`src/rtl/frame_dma_reader_pkg.sv`:
```
// Shared types and constants for the frame-buffer DMA engines.
// Holds the FSM state encoding, burst geometry and the frame address-wrap helper.
package frame_dma_reader_pkg;

   typedef enum logic [1:0] {
      ST_IDLE  = 2'd0,
      ST_REQ   = 2'd1,
      ST_DAT   = 2'd2,
      ST_DRAIN = 2'd3
   } state_t;

   localparam int         BURST_LEN    = 4;
   localparam logic [1:0] MEMLEN_BURST = 2'd3;
   localparam logic [1:0] LAST_WORD    = 2'd3;
   localparam int         SOF_BIT      = 24;
   localparam int         PIX_W        = 24;
   localparam int         ADDR_W       = 23;

   // Address of the burst after addr, wrapping to base at the end of the frame.
   function automatic logic [ADDR_W-1:0] next_burst_addr(
      input logic [ADDR_W-1:0] addr,
      input logic [ADDR_W-1:0] base,
      input logic [ADDR_W-1:0] end_addr
   );
      logic [ADDR_W-1:0] inc;
      inc = addr + ADDR_W'(BURST_LEN);
      if (inc == end_addr) begin
         return base;
      end else begin
         return inc;
      end
   endfunction

endpackage

```
`src/rtl/frame_dma_reader.sv`:
```
// Read-side frame-buffer DMA: fetches 4-word bursts from memory and streams the
// pixels into the output FIFO as {sof, rgb}, scanning the frame linearly with wrap.
module frame_dma_reader
   import frame_dma_reader_pkg::*;
#(
   parameter int BASE_ADDR   = 0,
   parameter int FRAME_WORDS = 307200
)(
   input  logic              clk,
   input  logic              rst_n,
   input  logic              en,
   input  logic              resync,
   output logic [24:0]       indat,
   output logic              wren,
   input  logic              full,
   output logic [ADDR_W-1:0] memaddr,
   input  logic [31:0]       memrdata,
   output logic [31:0]       memwdata,
   output logic [1:0]        memlen,
   output logic              memreq,
   output logic              memwr,
   input  logic              memready,
   input  logic              memack
);

   localparam logic [ADDR_W-1:0] BASE_A = ADDR_W'(BASE_ADDR);
   localparam logic [ADDR_W-1:0] END_A  = ADDR_W'(BASE_ADDR + FRAME_WORDS);

   state_t            state_r, state_s;
   logic              memreq_r, memreq_s;
   logic [ADDR_W-1:0] memaddr_r, memaddr_s;
   logic [1:0]        ctr_r, ctr_s;
   logic              sof_b_r, sof_b_s;
   logic              resync_pend_r, resync_pend_s;
   logic              buf_we_s;
   logic              raise_s;
   logic              wren_s;
   logic [PIX_W-1:0]  buf_r [BURST_LEN];
   logic              unused_s;

   // The top byte of each memory word carries no pixel data.
   assign unused_s = ^memrdata[31:24];

   assign wren_s   = (state_r == ST_DRAIN) && !full;
   assign wren     = wren_s;
   assign indat    = {sof_b_r && (ctr_r == 2'd0), buf_r[ctr_r]};
   assign memreq   = memreq_r;
   assign memaddr  = memaddr_r;
   assign memwdata = 32'd0;
   assign memlen   = MEMLEN_BURST;
   assign memwr    = 1'b0;

   // Next-state and next-register logic for the burst FSM.
   always_comb begin
      state_s   = state_r;
      memreq_s  = memreq_r;
      memaddr_s = memaddr_r;
      ctr_s     = ctr_r;
      sof_b_s   = sof_b_r;
      buf_we_s  = 1'b0;
      raise_s   = 1'b0;
      case (state_r)
         ST_IDLE: begin
            if (en) begin
               memreq_s = 1'b1;
               raise_s  = 1'b1;
               state_s  = ST_REQ;
            end else begin
               state_s  = ST_IDLE;
            end
         end
         ST_REQ: begin
            if (memready) begin
               memreq_s  = 1'b0;
               sof_b_s   = (memaddr_r == BASE_A);
               memaddr_s = next_burst_addr(memaddr_r, BASE_A, END_A);
               ctr_s     = 2'd0;
               state_s   = ST_DAT;
            end else begin
               state_s   = ST_REQ;
            end
         end
         ST_DAT: begin
            if (memack) begin
               buf_we_s = 1'b1;
               ctr_s    = ctr_r + 2'd1;
               state_s  = (ctr_r == LAST_WORD) ? ST_DRAIN : ST_DAT;
            end else begin
               state_s  = ST_DAT;
            end
         end
         ST_DRAIN: begin
            if (wren_s) begin
               ctr_s = ctr_r + 2'd1;
               if (ctr_r == LAST_WORD) begin
                  if (en) begin
                     memreq_s = 1'b1;
                     raise_s  = 1'b1;
                     state_s  = ST_REQ;
                  end else begin
                     state_s  = ST_IDLE;
                  end
               end else begin
                  state_s = ST_DRAIN;
               end
            end else begin
               state_s = ST_DRAIN;
            end
         end
         default: begin
            memreq_s = 1'b0;
            state_s  = ST_IDLE;
         end
      endcase

      // A resync (pending or arriving now) only takes effect as a new request is raised.
      if (raise_s) begin
         resync_pend_s = 1'b0;
         memaddr_s     = (resync_pend_r || resync) ? BASE_A : memaddr_r;
      end else begin
         resync_pend_s = resync_pend_r || resync;
      end
   end

   // FSM and control registers.
   always_ff @(posedge clk or negedge rst_n) begin
      if (!rst_n) begin
         state_r       <= ST_IDLE;
         memreq_r      <= 1'b0;
         memaddr_r     <= BASE_A;
         ctr_r         <= 2'd0;
         sof_b_r       <= 1'b0;
         resync_pend_r <= 1'b0;
      end else begin
         state_r       <= state_s;
         memreq_r      <= memreq_s;
         memaddr_r     <= memaddr_s;
         ctr_r         <= ctr_s;
         sof_b_r       <= sof_b_s;
         resync_pend_r <= resync_pend_s;
      end
   end

   // Burst buffer capture.
   always_ff @(posedge clk or negedge rst_n) begin
      if (!rst_n) begin
         for (int i = 0; i < BURST_LEN; i++) begin
            buf_r[i] <= '0;
         end
      end else if (buf_we_s) begin
         buf_r[ctr_r] <= memrdata[PIX_W-1:0];
      end else begin
         buf_r <= buf_r;
      end
   end

endmodule

```
`config.mk`:
```
export PLATFORM = sky130hd
export DESIGN_NAME = frame_dma_reader
export DESIGN_NICKNAME = d
export VERILOG_FILES = /design/src/rtl/frame_dma_reader_pkg.sv /design/src/rtl/frame_dma_reader.sv
export SDC_FILE = /design/constraint.sdc
export NUM_CORES = 1
export LEC_CHECK = 0
export CAP_MARGIN = 20
export CORE_MARGIN = 2
export CORE_UTILIZATION = 54
export DETAILED_ROUTE_END_ITERATION = 10
export HOLD_SLACK_MARGIN = 0.03
export PLACE_DENSITY = 0.83
export REMOVE_ABC_BUFFERS = 1
export SLEW_MARGIN = 20
export SYNTH_ARGS = -nofsm -noshare
export SYNTH_HDL_FRONTEND = slang
export SYNTH_SLANG_ARGS = --single-unit
export TNS_END_PERCENT = 100
```
`constraint.sdc`:
```
create_clock -name clk -period 6.15 [get_ports clk]
set_input_delay 1.23 -clock clk [delete_from_list [all_inputs] [get_ports clk]]
set_output_delay 1.23 -clock clk [all_outputs]
set_load 0.05 [all_outputs]
```
==> flow_metrics.env, run 1 <==
export IMPL_p_per_area_nw_per_um2=489
export IMPL_crit_required_ns=4.92
export IMPL_die_w_um=113
export IMPL_syn_avg_cell_area_um2=12.3
export IMPL_period_needed_ns=3.98
export IMPL_num_rows=39
export IMPL_reg2reg_depth=7
export IMPL_numCtsBuffers=17
export IMPL_drv_slew=0
export IMPL_crit_type="register to primary output"
export IMPL_cts_tree="done"
export IMPL_ir_drop_mv=0.363
export IMPL_p_seq_share_pct=31.9
export IMPL_clk_latency_ns=0.42
export IMPL_multi_input_area_um2=2960
export IMPL_portBuffers=78
export IMPL_ys_seq_area_share_pct=48.7
export IMPL_dp_hpwl_um=8530
export IMPL_synth_top_cells_by_count="dfrtp_1, mux2_2, buf_4, nand2_1"
export IMPL_post_cts_hold_buffer_count=0
export IMPL_leakage_nw=3.47
export IMPL_remaining_drc_errors=0
export IMPL_ff2ff_setup_slack_ns=3.27
export IMPL_synthDominantCellAreaShare_pct=48.7
export IMPL_clock_skew_ns=0.00920
export IMPL_critPathLaunch="ctr_r[0]"
export IMPL_async_reset_ff_share_pct=100
export IMPL_combPwrFrac_pct=39.8
export IMPL_cp_slowest_cell="dfrtp_2"
export IMPL_drt_total_wl_um=13400
export IMPL_grt_pass1_wl_um=22500
export IMPL_vias=4247
export IMPL_ys_ff_latch=124
export IMPL_clock_sinks=124
export IMPL_postSynthCellCount=517
export IMPL_drt_iter0_drc=188
export IMPL_path_max_fanout=29
export IMPL_hp_class="register to register"
export IMPL_status="completed"
export IMPL_cap_violations=0
export IMPL_post_route_period_util_pct=64.7
export IMPL_switchingPower_w=0.00143
export IMPL_avgViaCountPerCell=5.71
export IMPL_final_nets=639
export IMPL_post_cts_setup_buffers=0
export IMPL_fin_hold_ws_ns=0.499
export IMPL_yosys_area_top_type="dfrtp_1"
export IMPL_start_util_pct=55.6
export IMPL_die_area_um2=12700
export IMPL_endpoint="indat[21]"
export IMPL_p_clk_share_pct=28.3
export IMPL_cts_buffer_depth=2
export IMPL_fin_tns_setup_ns=0
export IMPL_synth_area_um2=6370
export IMPL_ff_latch_area_um2=3100
export IMPL_drive_above_1_share_pct=28.6
export IMPL_yosysUniqueCellTypes=51
export IMPL_fillers=849
export IMPL_gp_congestion=0.853
export IMPL_tightest_slew_ns=0.935
export IMPL_grt_max_degree=75
export IMPL_cts_repair_resized=0
export IMPL_detail_route_antenna_nets=0
export IMPL_grt_pass1_vias=4412
export IMPL_rr_endpoint="memaddr[18]"
export IMPL_crit_chain="mux4_2 -> clkdlybuf4s50_1"
export IMPL_setup_viol=0
export IMPL_synth_edf_count=0
export IMPL_ioPinCount=124
export IMPL_power_w=0.00379
export IMPL_die_h_um=113
export IMPL_p_int_w=0.00236
export IMPL_antenna_found_initial=0
export IMPL_arrival_ns=2.75
export IMPL_startpoint_type="register"
export IMPL_reg2reg_from="ctr_r[0]"
export IMPL_netSwitchingFraction_pct=37.7
export IMPL_path_clk_slew_ns=0.06
export IMPL_gr_usage_all_layers_pct=22.5
export IMPL_cp_end_kind="primary output"
export IMPL_cts_htree_levels=4
export IMPL_slowest_delay_ns=0.97
export IMPL_antennaDiodeCount=0
export IMPL_finalHoldViolCount=0
export IMPL_relSlewSlack_pct=37.7
export IMPL_synth_area_top_cells="dfrtp_1, mux2_2, mux4_2"
export IMPL_drtPass1Iterations=4
export IMPL_synthFlopType="dfrtp_1"
export IMPL_grt_overflow=0
export IMPL_core_um2=11500
export IMPL_rsz0062_at_grt="no"
export IMPL_clock_root_buffer="clkbuf_16"
export IMPL_syn_to_final_growth_pct=21.5
export IMPL_wl_per_cell_um=18.0
export IMPL_post_synth_top_count_cell="dfrtp_1"
export IMPL_fin_util_pct=67.5
export IMPL_fmax_mhz=251
export IMPL_yosys_warnings=0
==> worst min path at each step <==
stage                   from  cells past startpoint            end
3_5_place_dp       buf_r[29]                      1      buf_r[29]
6_report           buf_r[29]                      1      buf_r[29]
5_1_grt            buf_r[10]                      1      buf_r[10]
2_1_floorplan        sof_b_r                      2        sof_b_r
4_1_cts            buf_r[29]                      1      buf_r[29]
3_3_place_gp   resync_pend_r                      2  resync_pend_r
==> critical path, delay by kind of cell, from the launching register on <==
kind | cells | cell delay [ns]
flip-flops | 1 | 0.97
buffers and inverters | 1 | 0.74
multiplexers | 1 | 0.61
==> routing by layer <==
layer	global-route usage, %	vias up	routed length, um
li1	-	1936	-
met5	0	-	0
met1	28.5	2161	5620
met4	6.59	0	145
met2	38.7	136	7010
met3	5.29	14	599
==> cells in the final DEF, fill, tap and decap left out, types with 3 or more instances in the layout <==
| cell type | Yosys | routed |
|---|---|---|
| ha_1 | 12 | 12 |
| conb_1 | 2 | 37 |
| nor2_1 | 19 | 18 |
| nand2b_1 | 3 | 3 |
| clkdlybuf4s50_1 | 0 | 77 |
| nand2_1 | 31 | 31 |
| nand4_1 | 5 | 5 |
| xor2_1 | 3 | 3 |
| inv_6 | 0 | 3 |
| mux2_2 | 97 | 97 |
| o21ai_1 | 3 | 3 |
| and3_1 | 5 | 5 |
| and2_1 | 3 | 3 |
| a31oi_1 | 5 | 5 |
| o21ai_0 | 24 | 24 |
| bufinv_16 | 0 | 4 |
| buf_4 | 39 | 7 |
| xnor2_1 | 4 | 4 |
| nor3_1 | 3 | 3 |
| nor4_1 | 7 | 7 |
| o21a_1 | 3 | 3 |
| dfrtp_1 | 124 | 123 |
| mux4_2 | 24 | 24 |
| a21oi_1 | 15 | 15 |
| or2_2 | 3 | 3 |
| clkbuf_16 | 0 | 17 |
| nand3_1 | 9 | 9 |
| inv_1 | 11 | 11 |
| clkinv_4 | 0 | 4 |
| o31ai_1 | 7 | 7 |
==> sequential cells by signal (all words and copies together), names as in the netlist <==
signal         cells
buf_r             96
resync_pend_r      1
state_r            2
sof_b_r            1
ctr_r              2
memaddr           21
memreq             1
==> logic make-up after synthesis <==
group / Yosys count / share of synthesized area (%)
flip-flops: 124 / 48.7
multiplexers: 123 / 25.9
AND/OR/NAND/NOR: 102 / 8.30
buffers and inverters: 78 / 7.03
AO/OA/AOI/OAI: 69 / 6.62
adder cells (fa/ha/maj): 12 / 2.36
XOR/XNOR: 7 / 0.962
other: 2 / 0.118
==> power by group through the flow <==
stage / sequential (W) / clock [W] / combinational (W)
final: 0.00121 / 0.00107 / 0.00151
after global routing: 0.00125 / 0.00113 / 0.00160
after CTS: 0.00121 / 0.00109 / 0.00152
after detailed placement: 0.00122 / 0 / 0.00151
after global placement: 0.00119 / 0 / 0.00147
after floorplan: 0.00121 / 0 / 0.00106
==> metrics by stage <==
stage,cells,area [um2],setup slack (ns)
after global placement,712,7100,2.32
after floorplan,485,6100,2.95
after detailed placement,712,7100,2.31
after CTS,744,7740,2.09
final,744,7740,2.17
after global routing,744,7740,2.01
==> cell type report <==
class	count	share of cell area (%)
clock buffer	17	5.49
clock inverter	15	2.75
inverter	11	0.533
multi-input combinational	350	38.2
sequential	124	40.1
tap	143	2.31
timing repair buffer	84	10.6
Power figures use the tool's default switching activity.
==> run 2, diff against run 1 <==
- CORE_UTILIZATION: 54 -> 52
- PLACE_DENSITY: 0.83 -> 0.8
- clock period: 6.15 -> 3.9 ns (I/O delays scaled with it)
==> run 2 against run 1 <==
  * Clock-buffer cell count increased by 4
  * Clock skew decreased by 0.0029 ns
  * Hold slack got worse by 0.067 ns
  * Critical path depth increased by 1
  * Critical endpoint is now indat[11]
  * Sequential share of layout area increased by 0.10 points
  * Cell area decreased by 0.26%
  * Flip-flop and latch count unchanged
  * Register-to-register slack got worse by 2.1 ns
  * First-iteration DRC count increased by 21%
  * Die area increased by 3.7%
==> flow_metrics.env, run 2 (synthesized netlist as in run 1, its figures left out) <==
export IMPL_leakage_nw=3.46
export IMPL_drv_slew=0
export IMPL_clock_sinks=124
export IMPL_grt_pass1_wl_um=21600
export IMPL_rsz0062_at_grt="no"
export IMPL_clk_latency_ns=0.41
export IMPL_drive_above_1_share_pct=27.8
export IMPL_gp_congestion=0.865
export IMPL_portBuffers=78
export IMPL_crit_required_ns=3.12
export IMPL_num_rows=40
export IMPL_status="completed"
export IMPL_die_h_um=115
export IMPL_grt_max_degree=71
export IMPL_drtPass1Iterations=4
export IMPL_ioPinCount=124
export IMPL_detail_route_antenna_nets=0
export IMPL_finalHoldViolCount=0
export IMPL_post_route_period_util_pct=86.6
export IMPL_drt_total_wl_um=13300
export IMPL_wl_per_cell_um=17.8
export IMPL_remaining_drc_errors=0
export IMPL_cts_buffer_depth=2
export IMPL_grt_overflow=0
export IMPL_vias=4284
export IMPL_path_max_fanout=16
export IMPL_grt_pass1_vias=4364
export IMPL_cts_repair_resized=0
export IMPL_fin_tns_setup_ns=0
export IMPL_fmax_mhz=296
export IMPL_die_w_um=115
export IMPL_startpoint_type="register"
export IMPL_path_clk_slew_ns=0.05
export IMPL_gr_usage_all_layers_pct=21.5
export IMPL_setup_viol=0
export IMPL_numCtsBuffers=17
export IMPL_largest_register_ffs=96
export IMPL_clock_skew_ns=0.00625
export IMPL_crit_type="register to primary output"
export IMPL_drt_iter0_drc=227
export IMPL_start_util_pct=53.1
export IMPL_final_nets=641
export IMPL_final_common_cell="dfrtp_1"
export IMPL_cp_end_kind="primary output"
export IMPL_cts_tree="done"
export IMPL_relSlewSlack_pct=46.4
export IMPL_period_needed_ns=3.38
export IMPL_post_cts_setup_buffers=0
export IMPL_core_um2=12000
export IMPL_hp_class="input port to asynchronous set/reset pin"
export IMPL_arrival_ns=2.60
export IMPL_clock_root_buffer="clkbuf_16"
export IMPL_antenna_found_initial=0
export IMPL_cap_violations=0
export IMPL_tightest_slew_ns=0.804
export IMPL_fin_util_pct=64.3
export IMPL_cts_htree_levels=4
export IMPL_p_per_area_nw_per_um2=753
export IMPL_most_common_layout_cells="dfrtp_1, mux2_2, clkdlybuf4s50_1, conb_1, nand2_1"
export IMPL_antennaDiodeCount=0
export IMPL_syn_to_final_growth_pct=21.2
export IMPL_die_area_um2=13200
export IMPL_post_cts_hold_buffer_count=0
export IMPL_avgViaCountPerCell=5.73
export IMPL_top_register="buf_r"
export IMPL_dp_hpwl_um=8710
export IMPL_ir_drop_mv=0.293
run 2: cell types whose count changed in the layout (fill, tap and decap cells not counted), sizes merged:
cell,before,now
buf,7,9
bufinv,4,3
clkbuf,17,21
clkinvlp,2,1
inv,15,11
run 2: final timing paths:
kind / startpoint / end / slack (ns) / cells past startpoint
worst max-delay path: ctr_r[0] / indat[11] / 0.52 / 3
worst min-delay path: rst_n / buf_r[80] / 0.43 / 1
worst max register to register: ctr_r[1] / memaddr[18] / 1.13 / 7
worst min register to register: resync_pend_r / resync_pend_r / 0.49 / 2
max in group asynchronous: rst_n / memaddr[10] / 2.68 / 2
min in group clk: resync_pend_r / resync_pend_r / 0.49 / 2
run 2: routing by layer:
| layer | vias up | GRT usage [%] | share of wire, % |
|---|---|---|---|
| met5 | - | 0 | 0 |
| li1 | 1944 | - | - |
| met1 | 2156 | 26.3 | 41 |
| met2 | 165 | 37.7 | 53 |
| met4 | 0 | 8.59 | 1.3 |
| met3 | 19 | 3.97 | 4.9 |
run 2: stage by stage:
step                power, W  instances  cell area (um2)  setup slack (ns)  hold WS, ns
global route         0.00610        748             7720             0.412        0.480
CTS                  0.00587        748             7720             0.461        0.445
detailed placement   0.00434        718             7160             0.906        0.472
finish               0.00582        748             7720             0.523        0.432
global placement     0.00424        718             7160             0.943        0.459
floorplan            0.00358        485             6100              1.04        0.441
run 2: power breakdown:
group | internal (W) | total [W] | switching, W
clock network | 0.000989 | 0.00151 | 0.000520
logic | 0.00103 | 0.00243 | 0.00140
registers | 0.00164 | 0.00188 | 0.000241
total | 0.00366 | 0.00582 | 0.00216
run 2: critical path, cell delays in order, from the launching register on:
cell and delay, ns:
dfrtp_2 0.68, buf_12 0.24, mux4_2 0.53, clkdlybuf4s50_1 0.72
run 2: final cells by class:
type,instances,area [um2]
timing repair buffer,86,876
multi-input combinational,350,2950
clock buffer,21,440
fill,904,4290
tap,147,184
clock inverter,9,123
sequential,124,3100
inverter,11,41.3
